--- src/rtl/lsu_arbiter.sv ---
`default_nettype none
// ============================================================================
//  Module   : lsu_arbiter
//  Purpose  : Two-port arbiter in front of the single-ported lsu. Port 0 has
//             fixed priority and port 1 has a starvation override. Load data
//             is registered and returned one cycle after acceptance.
//  Revision : 1.0  initial release
// ============================================================================
module lsu_arbiter #(
    parameter int unsigned STARVE_LIMIT = 4
) (
    input  logic        i_clk,
    input  logic        i_reset,

    input  logic        i_p0_req,
    input  logic [31:0] i_p0_addr,
    input  logic [31:0] i_p0_wdata,
    input  logic [3:0]  i_p0_bmask,
    input  logic        i_p0_wren,
    output logic        o_p0_gnt,
    output logic        o_p0_rvalid,
    output logic [31:0] o_p0_rdata,

    input  logic        i_p1_req,
    input  logic [31:0] i_p1_addr,
    input  logic [31:0] i_p1_wdata,
    input  logic [3:0]  i_p1_bmask,
    input  logic        i_p1_wren,
    output logic        o_p1_gnt,
    output logic        o_p1_rvalid,
    output logic [31:0] o_p1_rdata,

    output logic [31:0] o_lsu_addr,
    output logic [31:0] o_lsu_wdata,
    output logic [3:0]  o_lsu_bmask,
    output logic        o_lsu_wren,
    input  logic [31:0] i_lsu_rdata
);

    localparam int unsigned      CNT_W   = (STARVE_LIMIT < 1) ? 1 : $clog2(STARVE_LIMIT + 1);
    localparam logic [CNT_W-1:0] C_LIMIT = CNT_W'(STARVE_LIMIT);

    logic [CNT_W-1:0] starve_cnt_q, starve_cnt_d;
    logic             p0_rvalid_q,  p0_rvalid_d;
    logic             p1_rvalid_q,  p1_rvalid_d;
    logic [31:0]      p0_rdata_q,   p0_rdata_d;
    logic [31:0]      p1_rdata_q,   p1_rdata_d;

    logic w_force1;
    logic w_gnt0;
    logic w_gnt1;

    // Grants are masked while reset is held so nothing reaches the lsu bus.
    always_comb begin
        w_force1 = i_p1_req && (starve_cnt_q == C_LIMIT);
        w_gnt1   = i_reset && i_p1_req && (w_force1 || !i_p0_req);
        w_gnt0   = i_reset && i_p0_req && !w_gnt1;
    end

    assign o_p0_gnt = w_gnt0;
    assign o_p1_gnt = w_gnt1;

    always_comb begin
        o_lsu_addr  = 32'd0;
        o_lsu_wdata = 32'd0;
        o_lsu_bmask = 4'd0;
        o_lsu_wren  = 1'b0;
        if (w_gnt0) begin
            o_lsu_addr  = i_p0_addr;
            o_lsu_wdata = i_p0_wdata;
            o_lsu_bmask = i_p0_bmask;
            o_lsu_wren  = i_p0_wren;
        end else if (w_gnt1) begin
            o_lsu_addr  = i_p1_addr;
            o_lsu_wdata = i_p1_wdata;
            o_lsu_bmask = i_p1_bmask;
            o_lsu_wren  = i_p1_wren;
        end
    end

    // Counter restarts whenever port 1 is served or withdraws its request.
    always_comb begin
        starve_cnt_d = '0;
        if (i_p1_req && !w_gnt1) begin
            if (starve_cnt_q == C_LIMIT) begin
                starve_cnt_d = starve_cnt_q;
            end else begin
                starve_cnt_d = starve_cnt_q + CNT_W'(1);
            end
        end
    end

    always_comb begin
        p0_rvalid_d = w_gnt0 && !i_p0_wren;
        p1_rvalid_d = w_gnt1 && !i_p1_wren;
        p0_rdata_d  = p0_rvalid_d ? i_lsu_rdata : p0_rdata_q;
        p1_rdata_d  = p1_rvalid_d ? i_lsu_rdata : p1_rdata_q;
    end

    always_ff @(posedge i_clk or negedge i_reset) begin
        if (!i_reset) begin
            starve_cnt_q <= '0;
            p0_rvalid_q  <= 1'b0;
            p1_rvalid_q  <= 1'b0;
            p0_rdata_q   <= 32'd0;
            p1_rdata_q   <= 32'd0;
        end else begin
            starve_cnt_q <= starve_cnt_d;
            p0_rvalid_q  <= p0_rvalid_d;
            p1_rvalid_q  <= p1_rvalid_d;
            p0_rdata_q   <= p0_rdata_d;
            p1_rdata_q   <= p1_rdata_d;
        end
    end

    assign o_p0_rvalid = p0_rvalid_q;
    assign o_p1_rvalid = p1_rvalid_q;
    assign o_p0_rdata  = p0_rdata_q;
    assign o_p1_rdata  = p1_rdata_q;

endmodule
`default_nettype wire

--- config.mk ---
export PLATFORM = sky130hd
export DESIGN_NAME = lsu_arbiter
export DESIGN_NICKNAME = d
export VERILOG_FILES = /design/src/rtl/lsu_arbiter.sv
export SDC_FILE = /design/constraint.sdc
export NUM_CORES = 1
export LEC_CHECK = 0
export ABC_CLOCK_PERIOD_IN_PS = 2620
export BUFFER_PORTS_ARGS = -buffer_cell sky130_fd_sc_hd__buf_2
export CAP_MARGIN = 20
export CORE_AREA = 4 4 119 121
export DETAILED_ROUTE_END_ITERATION = 12
export DIE_AREA = 0 0 123 125
export HOLD_SLACK_MARGIN = 0.02
export PLACE_DENSITY = 0.63
export SYNTH_ARGS = -nofsm -noshare
export SYNTH_HDL_FRONTEND = slang
export SYNTH_SLANG_ARGS = --single-unit
--- constraint.sdc ---
create_clock -name i_clk -period 2.62 [get_ports i_clk]
set_input_delay 0.393 -clock i_clk [delete_from_list [all_inputs] [get_ports i_clk]]
set_output_delay 0.393 -clock i_clk [all_outputs]
set_load 0.01 [all_outputs]
==> results.json, run 1 <==
{
  "status": "finished, final reports clean",
  "maxCapViolCount": 0,
  "yosysWarnings": 0,
  "fillCellCount": 1261,
  "cts_buffers": 9,
  "antenna_found_initial": 0,
  "hold_viol_final": 0,
  "report.final.slew_viol_count": 0,
  "cpPeakStageDelay_ns": 0.53,
  "final.setup.tns_ns": 0,
  "async_flop_share_pct": 100.0,
  "die_h_um": 125,
  "hold_path_startpoint": "i_lsu_rdata[7]",
  "placed_area_sq_um": 5082,
  "r2r-end": "o_p1_rdata[0]$_DFFE_PN0P_",
  "routedWlPerCell_um": 19.29,
  "crit_path_end_kind": "output port",
  "yosysUniqueCellTypes": 20,
  "critPathArrivalTime_ns": 2.09,
  "area_growth_pct": 66.95,
  "cts_tree": "done",
  "yosysTopAreaCellShare_pct": 51.88,
  "cp_max_fo": 18,
  "p_leak_uw": 0.002935,
  "core-area_sq_um": 13090,
  "path_cells": "dlygate4sd3_1 -> buf_2 -> nand2_1 -> a31oi_4 -> buf_12 -> buf_12 -> a22o_1 -> buf_2",
  "dieArea_sq_um": 15380,
  "insertion_delay_ns": 0.32,
  "cts_buffer_depth": 2,
  "syn_inst": 241,
  "die_w_um": 123,
  "grt_first_pass_wirelength_um": 19500,
  "num_rows": 42,
  "drive_gt1_share_pct": 72.68,
  "slew_headroom_pct": 46.95,
  "ant_nets": 0,
  "synth_top_cell_by_area": "dfrtp_1",
  "gp_congestion": 1.034,
  "hold_class": "input pin to register",
  "diodes": 0,
  "setup_violations": 0,
  "pwr_density_cell_nw_per_um2": 658.3,
  "place_hpwl_um": 10750,
  "drt_iter0_markers": 148,
  "critPathTopFamily": "buffers and inverters",
  "grt_max_degree": 71,
  "syn-num-nets": 417,
  "clk_pin_slew_worst_paths_ns": 0.06,
  "grtUsageTotal_pct": 16.07,
  "port_buffers": 310,
  "rsz0062_at_grt": "false",
  "grt_remaining_overflow": 0,
  "p_total_uw": 3658,
  "multi_input_area_sq_um": 1504,
  "cp_slowest_cell": "dlygate4sd3_1",
  "finalClockSkew_ns": 0.004425,
  "worst_hold_path.endpoint": "o_p0_rdata[7]$_DFFE_PN0P_",
  "synth.area.top_cells": "dfrtp_1 52%, mux2_2 21%, a22o_1 18%, buf_2 2.1%, buf_6 1.0%",
  "grt_pass1_vias": 3648,
  "cp.required_ns": 2.23,
  "remaining_drc_errors": 0,
  "synth_seq_cells": 69,
  "start_util_pct": 25.44,
  "whs_path_depth": 2,
  "ir_drop_mv": 0.3910,
  "ys_seq_area_share_pct": 51.88,
  "synth_edf_count": 0,
  "dr_total_vias": 3509,
  "drt_pass1_iterations": 4,
  "worst_slew_pin_slew_ns": 0.7958,
  "cts-root-buf": "clkbuf_16",
  "clock.fmax_mhz": 402.3,
  "fin_crit_ns": 2.486,
  "critical_path_buf_inv_count": 5,
  "routed_wl_um": 14200,
  "synth.avg_cell_area_sq_um": 13.81,
  "rr_startpoint": "starve_cnt_q[0]$_DFFE_PN0P_",
  "final_area_sq_um": 5557,
  "critical_path_class": "input pin to output port",
  "via_per_inst": 4.768,
  "r2r_cells": 6,
  "critPathLaunchType": "input pin",
  "seq_area_sq_um": 1727,
  "clkSinkCount": 69,
  "synthFlopType": "dfrtp_1",
  "yosys-top-cells-count": "69 x a22o_1, 69 x dfrtp_1, 63 x mux2_2",
  "layout.nets": 731,
  "finish.utilization_pct": 42.47,
  "fin_crit_sh_pct": 94.87,
  "ioPinCount": 311,
  "reg2reg_slack_ns": 0.66,
  "cts_max_level": 3,
  "syn_area_sq_um": 3328
}
==> worst register-to-register path, stage by stage (launching register included) <==
cell and delay (ns):
dfrtp_1 0.40, inv_1 0.07, ha_2 0.26, nand2_2 0.15
a211oi_4 0.32, buf_12 0.25, mux2_2 0.39
==> flip-flops by register name, summed over array words and instances, names as in the netlist <==
| name | count |
|---|---|
| o_p0_rdata | 32 |
| starve_cnt_q | 3 |
| o_p0_rvalid | 1 |
| o_p1_rdata | 32 |
| o_p1_rvalid | 1 |
==> power by group <==
| group | leakage [uW] | internal (uW) | switching, uW | total (uW) |
|---|---|---|---|---|
| clock | 0.000149 | 769 | 450 | 1220 |
| sequential | 0.000829 | 1290 | 112 | 1400 |
| combinational | 0.00196 | 540 | 499 | 1040 |
| total | 0.00294 | 2600 | 1060 | 3660 |
==> cells by family after synthesis <==
| family | share of synthesized area [%] |
|---|---|
| AO/OA/AOI/OAI | 19.66 |
| flip-flops | 51.88 |
| multiplexers | 21.95 |
| buffers and inverters | 4.023 |
| AND/OR/NAND/NOR | 1.466 |
| adder cells (fa/ha/maj) | 0.7518 |
| XOR/XNOR | 0.2632 |
==> per-stage QoR <==
step | worst slack [ns] | instances | hold slack, ns
final | 0.1343 | 736 | 0.3087
after global routing | 0.01259 | 736 | 0.3021
after CTS | 0.01297 | 730 | 0.2924
after detailed placement | 0.2914 | 712 | 0.2309
after global placement | 0.3546 | 712 | 0.2303
after floorplan | 0.7132 | 241 | 0.09741
==> worst max path at each step <==
stage | start | end | slack [ns] | depth (start not counted)
finish | i_reset | o_lsu_addr[30] | 0.13 | 8
global route | i_reset | o_lsu_addr[30] | 0.01 | 8
CTS | i_reset | o_lsu_bmask[2] | 0.01 | 7
global placement | starve_cnt_q[0]$_DFFE_PN0P_ | o_lsu_addr[30] | 0.35 | 7
detailed placement | starve_cnt_q[0]$_DFFE_PN0P_ | o_lsu_addr[30] | 0.29 | 7
floorplan | starve_cnt_q[0]$_DFFE_PN0P_ | o_lsu_addr[18] | 0.71 | 6
==> cell type report <==
| type | instances | area share (%) |
|---|---|---|
| sequential | 69 | 31.07 |
| timing repair buffer | 323 | 32.22 |
| inverter | 2 | 0.1351 |
| multi-input combinational | 150 | 27.07 |
| clock inverter | 6 | 1.238 |
| clock buffer | 10 | 4.301 |
| tap | 176 | 3.963 |
==> routing by layer <==
layer,track usage [%],vias to the layer above,wire [um],share of wire (%)
li1,-,1570,-,-
met1,18.82,1744,5521,39
met3,4.336,14,1312,9.2
met4,3.974,0,201,1.4
met2,28.88,181,7161,50
met5,0,-,0,0
==> cell usage in the layout, fill, tap and decap left out, drive strengths merged <==
master,n
a211oi,1
a21oi,1
a22o,69
a311oi,1
a31oi,1
buf,319
bufinv,1
clkbuf,13
clkinv,2
clkinvlp,1
dfrtp,69
dlygate4sd3,1
ha,2
inv,4
mux2,64
mux2i,1
nand2,4
nor2,2
nor3b,2
nor4b,1
xnor2,1
==> timing repair <==
action,CTS,global route
gates cloned,1,4
endpoints found under the setup margin,5,43
hold buffers,1,0
hold endpoints to repair,3,0
resized for setup,1,1
buffers inserted,0,2
Note: power is estimated with default switching activity, not from simulation.
==> inputs of run 2 (changes only) <==
--- a/config.mk
+++ b/config.mk
@@ -6,7 +6,7 @@
 export NUM_CORES = 1
 export LEC_CHECK = 0
 export ABC_CLOCK_PERIOD_IN_PS = 2620
-export BUFFER_PORTS_ARGS = -buffer_cell sky130_fd_sc_hd__buf_2
+export BUFFER_PORTS_ARGS = -buffer_cell sky130_fd_sc_hd__buf_4
 export CAP_MARGIN = 20
 export CORE_AREA = 4 4 119 121
 export DETAILED_ROUTE_END_ITERATION = 12
==> results.json, run 2 (synthesis gave the netlist of run 1 again) <==
{
  "layout_commonest_cell": "buf_4",
  "ir_drop_mv": 0.4895,
  "dieArea_sq_um": 15380,
  "cts-root-buf": "clkbuf_16",
  "maxCapViolCount": 0,
  "routed_wl_um": 14340,
  "drive_gt1_share_pct": 72.51,
  "grt_remaining_overflow": 0,
  "report.final.slew_viol_count": 0,
  "ioPinCount": 311,
  "diodes": 0,
  "r2r-end": "o_p1_rdata[27]$_DFFE_PN0P_",
  "cts_tree": "done",
  "grt_pass1_vias": 3605,
  "gp_congestion": 0.8945,
  "grt_max_degree": 74,
  "cts_max_level": 3,
  "rsz0062_at_grt": "false",
  "die_w_um": 123,
  "cts_hold_buffers": 0,
  "place_hpwl_um": 11290,
  "cts_buffer_depth": 2,
  "whs_path_depth": 2,
  "post_cts_buffers": 0,
  "remaining_drc_errors": 0,
  "fin_crit_ns": 2.440,
  "hold_ws_ns": 0.2922,
  "start_util_pct": 25.44,
  "critPathLaunchType": "register",
  "hold_viol_final": 0,
  "area_growth_pct": 86.13,
  "fin_crit_sh_pct": 93.13,
  "slew_headroom_pct": 42.22,
  "p_leak_uw": 0.003086,
  "critPathArrivalTime_ns": 2.05,
  "status": "finished, final reports clean",
  "cp_max_fo": 37,
  "r2r_cells": 6,
  "clk_pin_slew_worst_paths_ns": 0.06,
  "setup_violations": 0,
  "rr_startpoint": "starve_cnt_q[0]$_DFFE_PN0P_",
  "drt_iter0_markers": 99,
  "drt_pass1_iterations": 4,
  "ctsResizeCount": 0,
  "insertion_delay_ns": 0.32,
  "grtUsageTotal_pct": 17.04,
  "ant_nets": 0,
  "clkSinkCount": 69,
  "layout.nets": 724,
  "clock.fmax_mhz": 409.9,
  "fillCellCount": 1227,
  "cp_slowest_cell": "dfrtp_1",
  "final.setup.tns_ns": 0,
  "critical_path_class": "register to output port",
  "worst_hold_path.endpoint": "o_p0_rdata[7]$_DFFE_PN0P_",
  "die_h_um": 125,
  "num_rows": 42,
  "cp.required_ns": 2.23,
  "routedWlPerCell_um": 19.67,
  "crit_path_end_kind": "output port",
  "hold_path_startpoint": "i_lsu_rdata[7]",
  "finalClockSkew_ns": 0.007734,
  "reg2reg_slack_ns": 0.66,
  "pwr_density_cell_nw_per_um2": 627.2,
  "grt_first_pass_wirelength_um": 20530,
  "via_per_inst": 4.694,
  "cts_buffers": 9,
  "path_cells": "inv_1 -> ha_2 -> nand2_2 -> a21oi_4 -> buf_12 -> a22o_1 -> buf_4",
  "worst_slew_pin_slew_ns": 0.8668,
  "hold_class": "input pin to register",
  "core-area_sq_um": 13090,
  "cpPeakStageDelay_ns": 0.40,
  "mostFrequentLayoutCells": "312 x buf_4, 69 x a22o_1, 69 x dfrtp_1",
  "antenna_found_initial": 0,
  "port_buffers": 310,
  "dr_total_vias": 3422
}
-- run 2: how the worst max path moves through the flow --
stage                                      from        endpoint  slack [ns]  depth (start not counted)
finish              starve_cnt_q[0]$_DFFE_PN0P_  o_lsu_addr[21]        0.18                          7
global route        starve_cnt_q[0]$_DFFE_PN0P_  o_lsu_addr[21]        0.06                          7
CTS                 starve_cnt_q[0]$_DFFE_PN0P_  o_lsu_addr[21]        0.06                          7
detailed placement  starve_cnt_q[0]$_DFFE_PN0P_  o_lsu_addr[30]        0.42                          7
global placement    starve_cnt_q[0]$_DFFE_PN0P_  o_lsu_addr[30]        0.45                          7
floorplan           starve_cnt_q[0]$_DFFE_PN0P_  o_lsu_addr[18]        0.71                          6
-- run 2: worst max-delay path, delay by kind of cell (launching register included) --
kind	cells	cell delay [ns]
AND/OR/NAND/NOR	1	0.15
AO/OA/AOI/OAI	2	0.44
adder cells (fa/ha/maj)	1	0.26
buffers and inverters	3	0.44
flip-flops	1	0.40
-- run 2: layer usage --
| layer | track usage (%) | wire length, um |
|---|---|---|
| met1 | 19.38 | 5289 |
| met2 | 29.82 | 7226 |
| met3 | 6.369 | 1515 |
| met4 | 4.560 | 310 |
| met5 | 0 | 0 |
-- run 2: report_power, final --
group	total (uW)	internal, uW	switching [uW]	leakage, uW
combinational	1240	743	497	0.00211
sequential	1410	1290	123	0.000829
clock	1230	771	463	0.000147
-- run 2: cell type report --
type | instances | area [sq um] | share of cell area [%]
Clock buffer | 10 | 239.0 | 3.858
Clock inverter | 6 | 70.07 | 1.131
Inverter | 2 | 7.507 | 0.1212
Multi-Input combinational cell | 150 | 1504 | 24.28
Sequential cell | 69 | 1727 | 27.87
Tap cell | 176 | 220.2 | 3.555
Timing Repair Buffer | 316 | 2427 | 39.18
-- run 2: stage by stage --
stage	area [sq um]	utilization [%]	std cells	worst slack [ns]	total power [uW]
6_report	6195	47.34	729	0.1801	3886
3_5_place_dp	5858	44.77	712	0.4198	2680
3_3_place_gp	5858	44.77	712	0.4495	2652
4_1_cts	6167	47.13	728	0.06039	3946
2_1_floorplan	3328	-	241	0.7132	1884
5_1_grt	6195	47.34	729	0.06196	4104
==> inputs of run 3 (changes only) <==
--- a/config.mk
+++ b/config.mk
@@ -13,6 +13,7 @@
 export DIE_AREA = 0 0 123 125
 export HOLD_SLACK_MARGIN = 0.02
 export PLACE_DENSITY = 0.63
+export RECOVER_POWER = 25
 export SYNTH_ARGS = -nofsm -noshare
 export SYNTH_HDL_FRONTEND = slang
 export SYNTH_SLANG_ARGS = --single-unit
==> results.json, run 3 (synthesis gave the netlist of run 1 again) <==
{
  "status": "finished, violations left",
  "violations": "max-capacitance violations, max-slew violations",
  "antenna_found_initial": 0,
  "switching_share_pct": 27.89,
  "routedWlPerCell_um": 19.68,
  "die_h_um": 125,
  "critPathLaunchType": "register",
  "grt_pass1_vias": 3605,
  "port_buffers": 310,
  "fillCellCount": 1228,
  "rr_startpoint": "starve_cnt_q[0]$_DFFE_PN0P_",
  "worst_hold_path.endpoint": "o_p0_rdata[7]$_DFFE_PN0P_",
  "cts_hold_buffers": 0,
  "gp_congestion": 0.8945,
  "drive_gt1_share_pct": 72.33,
  "crit_path_end_kind": "output port",
  "ant_nets": 0,
  "hold_viol_final": 0,
  "critical_path_class": "register to output port",
  "worst_slew_pin_slew_ns": 1.701,
  "place_hpwl_um": 11290,
  "dr_total_vias": 3424,
  "pwr-share-comb_pct": 31.9,
  "grt_max_degree": 74,
  "pwr_density_cell_nw_per_um2": 627.6,
  "clkSinkCount": 69,
  "cp_max_fo": 37,
  "slew_headroom_pct": -13.41,
  "cts_buffer_depth": 2,
  "insertion_delay_ns": 0.32,
  "num_rows": 42,
  "remaining_drc_errors": 0,
  "final.setup.tns_ns": 0,
  "whs_path_depth": 2,
  "internal_power_uw": 2800,
  "layout_commonest_cell": "buf_4",
  "hold_class": "input pin to register",
  "reg2reg_slack_ns": 0.66,
  "p_leak_uw": 0.003082,
  "setup_violations": 0,
  "final_cells": 729,
  "report.final.slew_viol_count": 70,
  "cts_tree": "done",
  "dieArea_sq_um": 15380,
  "cts-root-buf": "clkbuf_16",
  "critPathArrivalTime_ns": 2.05,
  "rsz0062_at_grt": "false",
  "clk_pin_slew_worst_paths_ns": 0.06,
  "power.switching_uw": 1083,
  "r2r-end": "o_p1_rdata[27]$_DFFE_PN0P_",
  "clock.fmax_mhz": 409.8,
  "hold_path_startpoint": "i_lsu_rdata[7]",
  "r2r_cells": 6,
  "maxCapViolCount": 1,
  "via_per_inst": 4.697,
  "grtUsageTotal_pct": 17.04,
  "ir_drop_mv": 0.4894,
  "fin_crit_ns": 2.440,
  "dp.cells": 712,
  "ioPinCount": 311,
  "fin_crit_sh_pct": 93.14,
  "layout.nets": 724,
  "area_growth_pct": 85.94,
  "routed_wl_um": 14350,
  "finalClockSkew_ns": 0.007692,
  "drt_pass1_iterations": 4,
  "pwr-share-clk_pct": 31.8,
  "cp.required_ns": 2.23,
  "start_util_pct": 25.44,
  "cts_buffers": 9,
  "cts_max_level": 3,
  "grt_first_pass_wirelength_um": 20530,
  "diodes": 0,
  "die_w_um": 123,
  "grt_remaining_overflow": 0,
  "power_frac_seq_pct": 36.3,
  "drt_iter0_markers": 99,
  "core-area_sq_um": 13090,
  "mostFrequentLayoutCells": "310 x buf_4, 69 x a22o_1, 69 x dfrtp_1"
}
## run 3: changes by cell type in the layout (fill, tap and decap cells not counted), sizes merged
cell	previous run	this run
clkbuf	11	13
buf	315	313
## run 3: repair_timing
action	CTS	global route
gates resized for setup	0	1
setup endpoints to repair	0	69
setup buffers	0	0
## run 3: routing by layer
| metal | vias to the layer above | track usage, % | routed length (um) |
|---|---|---|---|
| li1 | 1542 | - | - |
| met1 | 1672 | 19.38 | 5281 |
| met2 | 186 | 29.82 | 7225 |
| met3 | 24 | 6.369 | 1527 |
| met4 | 0 | 4.560 | 310 |
| met5 | - | 0 | 0 |
## run 3: how the worst max path moves through the flow
stage | from | to | cells after the start
2_1_floorplan | starve_cnt_q[0]$_DFFE_PN0P_ | o_lsu_addr[18] | 6
3_3_place_gp | starve_cnt_q[0]$_DFFE_PN0P_ | o_lsu_addr[30] | 7
3_5_place_dp | starve_cnt_q[0]$_DFFE_PN0P_ | o_lsu_addr[30] | 7
4_1_cts | starve_cnt_q[0]$_DFFE_PN0P_ | o_lsu_addr[21] | 7
5_1_grt | starve_cnt_q[0]$_DFFE_PN0P_ | o_lsu_addr[21] | 7
6_report | starve_cnt_q[0]$_DFFE_PN0P_ | o_lsu_addr[21] | 7
## run 3: power by group through the flow
stage / clock, uW / combinational [uW] / sequential (uW)
2_1_floorplan: 0 / 368 / 1520
3_3_place_gp: 0 / 1240 / 1420
3_5_place_dp: 0 / 1250 / 1430
4_1_cts: 1280 / 1250 / 1420
5_1_grt: 1340 / 1320 / 1440
6_report: 1230 / 1240 / 1410
## run 3: area by class of cell
type | instances | area [sq um] | share of cell area [%]
Timing Repair Buffer | 316 | 2421 | 39.12
Sequential cell | 69 | 1727 | 27.90
Multi-Input combinational cell | 150 | 1504 | 24.30
Clock buffer | 10 | 239.0 | 3.862
Tap cell | 176 | 220.2 | 3.558
Clock inverter | 6 | 70.07 | 1.132
Inverter | 2 | 7.507 | 0.1213
## run 3: worst max-delay path, cell delays in order (launching register included)
cell	delay [ns]
dfrtp_1	0.40
inv_1	0.08
ha_2	0.26
nand2_2	0.15
a21oi_4	0.26
buf_12	0.23
a22o_1	0.18
buf_4	0.13
## run 3: through the flow
| stage | setup WS [ns] | utilization (%) | hold WS (ns) | instance area, sq um | power, uW |
|---|---|---|---|---|---|
| finish | 0.1798 | 47.29 | 0.2922 | 6188 | 3884 |
| global route | 0.06188 | 47.29 | 0.2926 | 6188 | 4103 |
| CTS | 0.06039 | 47.13 | 0.2824 | 6167 | 3946 |
| detailed placement | 0.4198 | 44.77 | 0.4851 | 5858 | 2680 |
| global placement | 0.4495 | 44.77 | 0.4794 | 5858 | 2652 |
| floorplan | 0.7132 | - | 0.09741 | 3328 | 1884 |
